===== config.mk =====
export PLATFORM = sky130hd
export DESIGN_NAME = mdio_receptor
export DESIGN_NICKNAME = d
export VERILOG_FILES = /design/src/rtl/mdio_pkg.sv /design/src/rtl/mdc_edge_det.sv /design/src/rtl/mdio_receptor.sv
export SDC_FILE = /design/constraint.sdc
export NUM_CORES = 1
export LEC_CHECK = 0
export CORE_MARGIN = 5
export CORE_UTILIZATION = 45
export CTS_CLUSTER_SIZE = 40
export DETAILED_ROUTE_END_ITERATION = 16
export HOLD_SLACK_MARGIN = 0.08
export PLACE_DENSITY_LB_ADDON = 0.2
export SYNTH_ARGS = -nofsm -noshare
export SYNTH_HDL_FRONTEND = slang
export SYNTH_SLANG_ARGS = --single-unit

===== constraint.sdc =====
create_clock -name clk -period 2.5 [get_ports clk]
set_input_delay 0.375 -clock clk [delete_from_list [all_inputs] [get_ports clk]]
set_output_delay 0.375 -clock clk [all_outputs]
set_load 0.005 [all_outputs]

===== src/rtl/mdio_pkg.sv =====
// Shared constants and state encoding for the Clause-22 MDIO management target.
// Field positions are relative to the 14-bit header and the 18-bit write tail.
package mdio_pkg;

  localparam logic [1:0] ST_CODE = 2'b01;
  localparam logic [1:0] OP_WR   = 2'b01;
  localparam logic [1:0] OP_RD   = 2'b10;
  localparam logic [1:0] TA_WR   = 2'b10;

  localparam int unsigned HDR_ST_LSB  = 12;
  localparam int unsigned HDR_OP_LSB  = 10;
  localparam int unsigned HDR_PHY_LSB = 5;
  localparam int unsigned HDR_REG_LSB = 0;
  localparam int unsigned WSH_TA_LSB  = 16;

  // Bit-counter values, taken before the increment of the current rise.
  localparam logic [5:0] CNT_HDR_LAST   = 6'd13;
  localparam logic [5:0] CNT_TA_LAST    = 6'd15;
  localparam logic [5:0] CNT_FRAME_LAST = 6'd31;
  localparam logic [5:0] CNT_FRAME_END  = 6'd32;

  typedef enum logic [2:0] {
    ST_IDLE,
    ST_HDR,
    ST_WR,
    ST_RD_TA,
    ST_RD,
    ST_WAIT
  } state_e;

  function automatic logic op_valid(input logic [1:0] op);
    return (op == OP_WR) || (op == OP_RD);
  endfunction

endpackage


===== src/rtl/mdc_edge_det.sv =====
// Edge detector for the slow MDC line, treated as a data input on clk.
// rise/fall are valid in the first clk cycle that sees the new MDC level.
module mdc_edge_det (
  input  logic clk,
  input  logic rst,
  input  logic i_mdc,
  output logic o_rise,
  output logic o_fall
);

  logic r_mdc_q;

  always_ff @(posedge clk) begin
    if (rst) begin
      r_mdc_q <= 1'b0;
    end else begin
      r_mdc_q <= i_mdc;
    end
  end

  assign o_rise = i_mdc & ~r_mdc_q;
  assign o_fall = ~i_mdc & r_mdc_q;

endmodule


===== src/rtl/mdio_receptor.sv =====
// PHY-side MDIO target: deserialises Clause-22 frames sampled on MDC rises, raises a
// write strobe for writes and serialises RD_DATA back on MDC falls for reads.
module mdio_receptor
  import mdio_pkg::*;
#(
  parameter logic [4:0] PHY_ADDR = 5'd1,
  parameter bit         CHECK_TA = 1'b1
) (
  input  logic        clk,
  input  logic        rst,
  input  logic        MDC,
  input  logic        mdio_out,
  input  logic        mdio_oe,
  input  logic [15:0] RD_DATA,
  output logic        mdio_in,
  output logic        mdio_in_oe,
  output logic [4:0]  ADDR,
  output logic [15:0] WR_DATA,
  output logic        WR_STB,
  output logic        RD_REQ,
  output logic        frame_err
);

  logic w_rise;
  logic w_fall;

  mdc_edge_det u_edge (
    .clk    (clk),
    .rst    (rst),
    .i_mdc  (MDC),
    .o_rise (w_rise),
    .o_fall (w_fall)
  );

  state_e      r_state;
  logic [5:0]  r_cnt;
  logic [12:0] r_hdr;
  logic [16:0] r_wsh;
  logic [15:0] r_rsh;

  logic [13:0] w_hdr_nxt;
  logic [17:0] w_wsh_nxt;
  logic [1:0]  w_st;
  logic [1:0]  w_op;
  logic [4:0]  w_phy;
  logic [4:0]  w_reg;
  logic        w_hdr_bad;
  logic        w_ta_bad;
  logic [5:0]  w_cnt_inc;

  // Shift registers viewed with the bit of the current rise already appended.
  always_comb begin
    w_hdr_nxt = {r_hdr, mdio_out};
    w_wsh_nxt = {r_wsh, mdio_out};
    w_st      = w_hdr_nxt[HDR_ST_LSB +: 2];
    w_op      = w_hdr_nxt[HDR_OP_LSB +: 2];
    w_phy     = w_hdr_nxt[HDR_PHY_LSB +: 5];
    w_reg     = w_hdr_nxt[HDR_REG_LSB +: 5];
    w_hdr_bad = (w_st != ST_CODE) || !op_valid(w_op);
    w_ta_bad  = CHECK_TA && (w_wsh_nxt[WSH_TA_LSB +: 2] != TA_WR);
    w_cnt_inc = r_cnt + 6'd1;
  end

  always_ff @(posedge clk) begin
    if (rst) begin
      r_state    <= ST_IDLE;
      r_cnt      <= 6'd0;
      r_hdr      <= '0;
      r_wsh      <= '0;
      r_rsh      <= '0;
      mdio_in    <= 1'b0;
      mdio_in_oe <= 1'b0;
      ADDR       <= '0;
      WR_DATA    <= '0;
      WR_STB     <= 1'b0;
      RD_REQ     <= 1'b0;
      frame_err  <= 1'b0;
    end else begin
      WR_STB    <= 1'b0;
      RD_REQ    <= 1'b0;
      frame_err <= 1'b0;

      unique case (r_state)
        ST_IDLE: begin
          if (w_rise && mdio_oe) begin
            r_hdr   <= {12'd0, mdio_out};
            r_cnt   <= 6'd1;
            r_state <= ST_HDR;
          end
        end

        ST_HDR: begin
          if (w_rise) begin
            r_hdr <= w_hdr_nxt[12:0];
            r_cnt <= w_cnt_inc;
            if (r_cnt == CNT_HDR_LAST) begin
              if (w_hdr_bad) begin
                frame_err <= 1'b1;
                r_state   <= ST_WAIT;
              end else if (w_phy != PHY_ADDR) begin
                r_state <= ST_WAIT;
              end else if (w_op == OP_WR) begin
                ADDR    <= w_reg;
                r_state <= ST_WR;
              end else begin
                ADDR    <= w_reg;
                RD_REQ  <= 1'b1;
                r_state <= ST_RD_TA;
              end
            end
          end
        end

        ST_WR: begin
          if (w_rise) begin
            if (!mdio_oe) begin
              frame_err <= 1'b1;
              r_state   <= ST_WAIT;
            end else begin
              r_wsh <= w_wsh_nxt[16:0];
              r_cnt <= w_cnt_inc;
              if (r_cnt == CNT_FRAME_LAST) begin
                if (w_ta_bad) begin
                  frame_err <= 1'b1;
                end else begin
                  WR_DATA <= w_wsh_nxt[15:0];
                  WR_STB  <= 1'b1;
                end
                r_cnt   <= 6'd0;
                r_state <= ST_IDLE;
              end
            end
          end
        end

        // First TA bit is left undriven; the second is driven low from the fall before it.
        ST_RD_TA: begin
          if (w_rise) begin
            r_cnt <= w_cnt_inc;
            if (r_cnt == CNT_TA_LAST) begin
              r_rsh   <= RD_DATA;
              r_state <= ST_RD;
            end
          end else if (w_fall && (r_cnt == CNT_TA_LAST)) begin
            mdio_in_oe <= 1'b1;
            mdio_in    <= 1'b0;
          end
        end

        ST_RD: begin
          if (w_rise) begin
            r_cnt <= w_cnt_inc;
          end else if (w_fall) begin
            if (r_cnt == CNT_FRAME_END) begin
              mdio_in_oe <= 1'b0;
              mdio_in    <= 1'b0;
              r_cnt      <= 6'd0;
              r_state    <= ST_IDLE;
            end else begin
              mdio_in <= r_rsh[15];
              r_rsh   <= {r_rsh[14:0], 1'b0};
            end
          end
        end

        ST_WAIT: begin
          if (w_rise && !mdio_oe) begin
            r_cnt   <= 6'd0;
            r_state <= ST_IDLE;
          end
        end

        default: begin
          r_cnt   <= 6'd0;
          r_state <= ST_IDLE;
        end
      endcase
    end
  end

endmodule


==> impl_summary.txt, run 1 <==
----------------------------------------------------
[Global routing]
  Initial antenna violation count ... 0
  Wire length of the first global-routing pass ... 14000 um
  Pin count of the biggest net entering global routing ... 49
  Number of global-route vias before repair ... around 3200
  All-Layer GR Usage ... 17.2%
  Total congestion overflow after global routing ... 0

[Yosys]
  Adder-cell share of the synthesized area ... 1.42%
  Number of enable-type register cells in the synthesized netlist ... 0
  Simple-gate area share of the yosys netlist ... between 20% and 30%
  Most frequently used cell type in the post-synthesis netlist ... sky130_fd_sc_hd__nand2_1
  Post-Syn Area ... 3520 sq um
  Top flip-flop cell by instance count after synthesis ... sky130_fd_sc_hd__dfxtp_1
  Net Count, Synth ... 476
  Yosys top cell area share ... 46.6%
  Cell types with the highest counts after synthesis ... sky130_fd_sc_hd__nand2_1, sky130_fd_sc_hd__dfxtp_1, sky130_fd_sc_hd__a21oi_1
  Leading post-synthesis cells by cell area ... sky130_fd_sc_hd__dfxtp_1, sky130_fd_sc_hd__nand2_1, sky130_fd_sc_hd__a21oi_1, sky130_fd_sc_hd__a311oi_1, sky130_fd_sc_hd__nand3_1
  Compound-Gate Fraction of Synth Area ... 16.7%
  Synth warnings ... 0
  Mapped Cells ... between 400 and 500
  Cell accounting for the most synthesized area ... sky130_fd_sc_hd__dfxtp_1
  Mean Syn Cell Area ... slightly below 8 sq um
  Flip-flop and latch count after synthesis ... 82
  Fraction of synthesis flops using an asynchronous set or reset pin ... 0%
  Synthesized-area fraction occupied by xor and xnor cells ... 0%
  Number of unique standard cell types used by synthesis ... 43
  Post-synthesis sequential area ratio ... 46.6%
  Combinational family with the most area after synthesis ... simple AND/OR/NAND/NOR gates
  Post-synthesis mux area share ... 1.99%

[Final layout]
  Diodes inserted ... 0
  Fraction of final layout cells sized beyond drive strength 1 ... 8.05%
  Post-layout instance count excluding filler cells ... roughly 600
  Area Growth Syn to Fin ... 21.6%
  Net count of the finished layout ... between 500 and 600

[Clocking]
  Clock transition time at the flip-flop clock pins of the worst setup and hold paths ... 0.08 ns
  Post-cts repair resize count ... 0
  Max clock buf depth ... 2
  Clk_lat worst skew ... around 0.36 ns
  Setup bufs post-CTS ... 0
  CTS tree ... yes
  Total of hold buffers inserted after clock tree synthesis ... 0
  CTS buffer count ... 9
  Htree depth ... 3
  Clock Sink Count ... between 80 and 90
  Clk Tree Root Cell ... sky130_fd_sc_hd__clkbuf_8

[Timing]
  Post-route minimum period ... 2.29 ns
  Final Hold Fails ... 0
  Peak Freq ... 436 MHz
  Actual transition at the worst max-transition pin ... 0.825 ns
  Unrepaired setup endpoints after global routing ... no
  Setup violations, final ... 0
  Worst clock skew on the final layout ... 0.00955 ns
  Hold Slack ... 0.456 ns
  Total Negative Setup Slacks ... 0 ns
  Ratio of final minimum period to clock period ... roughly nine tenths
  Headroom to the max-slew limit ... 45.0%
  Pins Over Slew Limit ... 0
  Final setup margin ... about 0.21 ns

[Route]
  Remaining antenna violation count after routing ... 0
  DRT Pass-1 Iters ... 4
  Vias per cell ... 5.26
  Via Count ... 3153
  Wire length reported by the detailed router ... 7910 um
  Final routed DRC violation total ... 0
  Average wire length per cell after detail routing ... 13.2 um
  Number of design-rule violations left by the first detailed-router iteration ... 197

[Pwr]
  Switching power share of the total ... 28.7%
  Portion of total power attributed to sequential cells ... 51.2%
  IR drop worst, VDD ... 306 uV
  Total Power Consumption ... 0.00267 W
  Share of power burned in combinational logic ... about 16%
  Power share of the clock group ... 32.9%
  Static leakage ... roughly 1.4 nW
  Internal Dissipation ... 0.00191 W
  Net switching power ... 0.000767 W
  Power Dens Cells ... 624 nW/um^2

[Die]
  Die area ... just under 10000 sq um
  Initial Util ... between 40% and 50%
  Area of the core region ... just under 8000 sq um
  Standard-cell rows ... 32
  Die Ht ... between 90 and 100 um
  Number of top-level pins ... 47
  Die W ... 98.5 um

[Setup path]
  CP Max Fanout ... 16
  Kind of end point of the critical path ... flop
  Critical path data arrival time ... 2.50 ns
  Data required time of the critical path ... 2.71 ns
  Worst setup path category ... reg2reg
  Kind of start point of the critical path ... flop

[Hold path]
  Classification of the worst-slack hold path ... reg2reg

[Flow run]
  Max Cap Viol ... 0

[Placement]
  Count of buffers from port buffering ... 46
  DP Cell Count ... 583
  Placement-stage worst setup slack ... -0.0560 ns
  Routability congestion estimate from global placement ... 0.875
  Half-perimeter wire length of the detailed placement result ... 5330 um

[Status]
  Run status ... completed

----------------------------------------------------
==> layer usage <==
layer	vias to the layer above	part of all wire, %	track usage, %
met5	-	0	0
met4	0	1.3	6.83
met3	8	5.1	4.60
met2	63	47	29.2
met1	1449	46	20.7
li1	1633	-	-
==> worst paths after layout <==
check | start | endpoint | slack, ns | cells past startpoint
setup / recovery | r_cnt[0] | WR_DATA[5] | 0.21 | 7
hold / removal | WR_DATA[1] | WR_DATA[1] | 0.46 | 2
hold reg to reg | WR_DATA[1] | WR_DATA[1] | 0.46 | 2
setup reg to reg | r_cnt[0] | WR_DATA[5] | 0.21 | 7
==> sequential cells by signal, indices dropped and copies added, names as in the netlist <==
name / count
r_wsh: 17
WR_DATA: 16
r_rsh: 16
r_hdr: 13
r_cnt: 6
ADDR: 5
r_state: 3
RD_REQ: 1
WR_STB: 1
frame_err: 1
mdio_in: 1
mdio_in_oe: 1
u_edge.r_mdc_q: 1
==> cell type report <==
cell class                 count  area [sq um]
clock buffer                  12           145
sequential                    82          1640
inverter                      10          37.5
fill                         757          3400
tap                          102           128
timing repair buffer          62           588
clock inverter                 4          33.8
multi-input combinational    327          1710
==> per-stage QoR <==
stage | instance area, sq um | util (%)
3_3_place_gp | 4110 | 53.4
6_report | 4290 | 55.7
5_1_grt | 4290 | 55.7
4_1_cts | 4290 | 55.7
3_5_place_dp | 4110 | 53.4
2_1_floorplan | 3520 | -
==> worst max-delay path, stage by stage (launching register included) <==
cell and delay, ns:
sky130_fd_sc_hd__dfxtp_1 0.42, sky130_fd_sc_hd__ha_1 0.26, sky130_fd_sc_hd__nand3_1 0.09, sky130_fd_sc_hd__or3_1 0.35, sky130_fd_sc_hd__buf_4 0.17, sky130_fd_sc_hd__or3_1 0.61, sky130_fd_sc_hd__nand2_1 0.17, sky130_fd_sc_hd__a21oi_1 0.07
==> logic make-up after synthesis <==
logic type	after synthesis
adder cells (fa/ha/maj)	4
flip-flops	82
multiplexers	7
AO/OA/AOI/OAI	94
AND/OR/NAND/NOR	222
buffers and inverters	42
==> power by group through the flow <==
stage	combinational (W)	clock, W	sequential [W]
finish	0.000424	0.000880	0.00137
global route	0.000471	0.000962	0.00138
CTS	0.000423	0.000908	0.00137
detailed placement	0.000420	0	0.00140
floorplan	0.000306	0	0.00137
global placement	0.000415	0	0.00140
==> cells in the final DEF, fill, tap and decap left out, types with 2 or more instances in the layout <==
cell                              synthesis  layout
sky130_fd_sc_hd__dfxtp_1                 82      82
sky130_fd_sc_hd__nand2_1                123     123
sky130_fd_sc_hd__clkbuf_8                 0      10
sky130_fd_sc_hd__a21boi_0                 4       4
sky130_fd_sc_hd__o21ai_0                  8       8
sky130_fd_sc_hd__o32ai_1                  3       3
sky130_fd_sc_hd__buf_4                    3      15
sky130_fd_sc_hd__nor2_1                  28      28
sky130_fd_sc_hd__a21oi_1                 52      52
sky130_fd_sc_hd__a311oi_1                17      17
sky130_fd_sc_hd__ha_1                     4       4
sky130_fd_sc_hd__inv_6                    0       2
sky130_fd_sc_hd__nor2b_1                  5       5
sky130_fd_sc_hd__nor3_1                   7       7
sky130_fd_sc_hd__or3_1                    5       5
sky130_fd_sc_hd__clkbuf_1                23       2
sky130_fd_sc_hd__inv_1                    9       9
sky130_fd_sc_hd__mux2i_1                  7       7
sky130_fd_sc_hd__nand2b_1                 8       8
sky130_fd_sc_hd__or2_2                    2       2
sky130_fd_sc_hd__clkdlybuf4s50_1          0      45
sky130_fd_sc_hd__nor4_1                   5       5
sky130_fd_sc_hd__o22ai_1                  3       3
sky130_fd_sc_hd__nand3_1                 25      25
No activity file was read; power rests on OpenSTA's default activity.
==> run 2: changes to the inputs <==
- CTS_CLUSTER_SIZE: 40 -> unset
- MAX_ROUTING_LAYER: unset -> met4
==> run 2 against run 1 <==
Critical path depth did not move. Clock power grew 0.5%. Critical path type unchanged. Setup slack worse by 0.0015 ns.
==> impl_summary.txt, run 2 (synthesis results as in run 1) <==
----------------------------------------------------
[Clocking]
  Clk_lat worst skew ... 0.36 ns (about the same)
  Clk Tree Root Cell ... sky130_fd_sc_hd__clkbuf_8 (unchanged)
  CTS tree ... yes (unchanged)
  Clock transition time at the flip-flop clock pins of the worst setup and hold paths ... 0.08 ns (about the same)
  Htree depth ... 3 (unchanged)
  CTS buffer count ... 9 (unchanged)
  Clock Sink Count ... 82 (unchanged)
  Max clock buf depth ... 2 (unchanged)
  Setup bufs post-CTS ... 0 (unchanged)
  Post-cts repair resize count ... 0 (unchanged)
  Total of hold buffers inserted after clock tree synthesis ... 0 (unchanged)

[Timing]
  Pins Over Slew Limit ... 0 (unchanged)
  Worst clock skew on the final layout ... 0.0114 ns (was 0.00955 ns)
  Total Negative Setup Slacks ... 0 ns (unchanged)
  Unrepaired setup endpoints after global routing ... no (unchanged)
  Actual transition at the worst max-transition pin ... 0.821 ns (was 0.825 ns)
  Peak Freq ... 436 MHz (about the same)
  Setup violations, final ... 0 (unchanged)
  Headroom to the max-slew limit ... 45.2% (was 45.0%)
  Post-route minimum period ... 2.29 ns (about the same)
  Hold Slack ... 0.456 ns (about the same)
  Ratio of final minimum period to clock period ... 91.7% (about the same)
  Final Hold Fails ... 0 (unchanged)

[Route]
  Number of design-rule violations left by the first detailed-router iteration ... 192 (was 197)
  Final routed DRC violation total ... 0 (unchanged)
  DRT Pass-1 Iters ... 4 (unchanged)
  Via Count ... 3144 (was 3153)
  Vias per cell ... 5.25 (was 5.26)
  Wire length reported by the detailed router ... 7910 um (about the same)
  Average wire length per cell after detail routing ... 13.2 um (about the same)
  Remaining antenna violation count after routing ... 0 (unchanged)

[Setup path]
  Data required time of the critical path ... 2.71 ns (about the same)
  Worst setup path category ... reg2reg (unchanged)
  CP Max Fanout ... 16 (unchanged)
  Kind of end point of the critical path ... flop (unchanged)
  Cell chain of the critical path ... ha_1 > nand3_1 > or3_1 > buf_4 > or3_1 > nand2_1 > a21oi_1 (unchanged)
  Slowest stage delay, CP ... 0.62 ns (was 0.61 ns)
  Critical Path Most Common Cell ... sky130_fd_sc_hd__or3_1 (unchanged)
  Kind of start point of the critical path ... flop (unchanged)
  Critical path data arrival time ... 2.51 ns (was 2.50 ns)
  Critical-path top delay cell ... sky130_fd_sc_hd__or3_1 (unchanged)

[Global routing]
  Initial antenna violation count ... 0 (unchanged)
  All-Layer GR Usage ... 17.7% (was 17.2%)
  Pin count of the biggest net entering global routing ... 49 (unchanged)
  Number of global-route vias before repair ... 3171 (was 3170)
  Wire length of the first global-routing pass ... 14000 um (about the same)
  Total congestion overflow after global routing ... 0 (unchanged)

[Final layout]
  Post-layout instance count excluding filler cells ... 599 (unchanged)
  Core occupancy in the finished layout ... 55.7% (unchanged)
  Total area of sequential cells ... 1640 sq um (unchanged)
  Leading cell types in the layout, fill and taps excluded ... sky130_fd_sc_hd__nand2_1, sky130_fd_sc_hd__dfxtp_1, sky130_fd_sc_hd__a21oi_1, sky130_fd_sc_hd__clkdlybuf4s50_1, sky130_fd_sc_hd__nor2_1 (unchanged)
  Top flop regs ... r_wsh (17), WR_DATA (16), r_rsh (16) (unchanged)
  Net count of the finished layout ... 517 (unchanged)
  Fraction of final layout cells sized beyond drive strength 1 ... 8.05% (unchanged)
  Diodes inserted ... 0 (unchanged)
  Filler instances ... 757 (unchanged)
  Area Growth Syn to Fin ... 21.6% (unchanged)
  Largest register by flop count ... r_wsh (unchanged)
  Max reg flops ... 17 (unchanged)
  Most common cell after layout, fill and taps aside ... sky130_fd_sc_hd__nand2_1 (unchanged)
  Multi-input gate area ... 1710 sq um (unchanged)
  Final instance area ... 4290 sq um (unchanged)

[Placement]
  Half-perimeter wire length of the detailed placement result ... 5330 um (unchanged)
  Placed cell areas ... 4110 sq um (unchanged)
  Count of buffers from port buffering ... 46 (unchanged)
  Routability congestion estimate from global placement ... 0.889 (was 0.875)
  DP Cell Count ... 583 (unchanged)

[Die]
  Area of the core region ... 7690 sq um (unchanged)
  Die area ... 9700 sq um (unchanged)
  Standard-cell rows ... 32 (unchanged)
  Initial Util ... 45.8% (unchanged)
  Number of top-level pins ... 47 (unchanged)
  Die W ... 98.5 um (unchanged)
  Die Ht ... 98.5 um (unchanged)

[Hold path]
  Classification of the worst-slack hold path ... reg2reg (unchanged)

[Pwr]
  Static leakage ... 1.44 nW (unchanged)
  Power Dens Cells ... 625 nW/um^2 (was 624 nW/um^2)
  IR drop worst, VDD ... 306 uV (about the same)

[Flow run]
  Max Cap Viol ... 0 (unchanged)

[Status]
  Run status ... completed (unchanged)

----------------------------------------------------
## run 2: cell counts in the layout (fill, tap and decap cells not counted)
Identical to the previous run, type by type.
## run 2: worst max-delay path: cells and delay by family, from the launching register on
family          cells  cell delay, ns
flops               1            0.42
buf+inv             1            0.17
simple gates        4            1.23
fa+ha+maj           1            0.26
compound gates      1            0.07
## run 2: cell type report
| type | instances | area share (%) |
|---|---|---|
| multi-input combinational | 327 | 39.9 |
| sequential | 82 | 38.3 |
| timing repair buffer | 62 | 13.7 |
| clock buffer | 12 | 3.39 |
| tap | 102 | 2.98 |
| inverter | 10 | 0.876 |
| clock inverter | 4 | 0.788 |
## run 2: metrics by stage
stage                     setup slack (ns)  power [W]
after global routing                0.0267    0.00281
after CTS                            0.182    0.00270
final                                0.207    0.00268
after detailed placement           -0.0560    0.00182
after global placement              0.0137    0.00181
after floorplan                      0.316    0.00168
## run 2: metal layers
layer	vias up	share of wire [%]	GRT usage, %	routed length (um)
met5	-	0	-	0
met1	1440	47	21.0	3710
met4	0	1.6	6.83	127
met2	59	47	29.2	3730
li1	1636	-	-	-
met3	9	4.3	4.18	337
## run 2: final timing paths
kind | end | cells after the start | slack [ns] | from
hold reg to reg | WR_DATA[1] | 2 | 0.46 | WR_DATA[1]
hold / removal | WR_DATA[1] | 2 | 0.46 | WR_DATA[1]
setup / recovery | WR_DATA[5] | 7 | 0.21 | r_cnt[0]
setup reg to reg | WR_DATA[5] | 7 | 0.21 | r_cnt[0]
## run 2: power breakdown
part           switching, W  internal (W)
Combinational      0.000242      0.000181
Sequential        0.0000422       0.00133
Clock              0.000486      0.000398
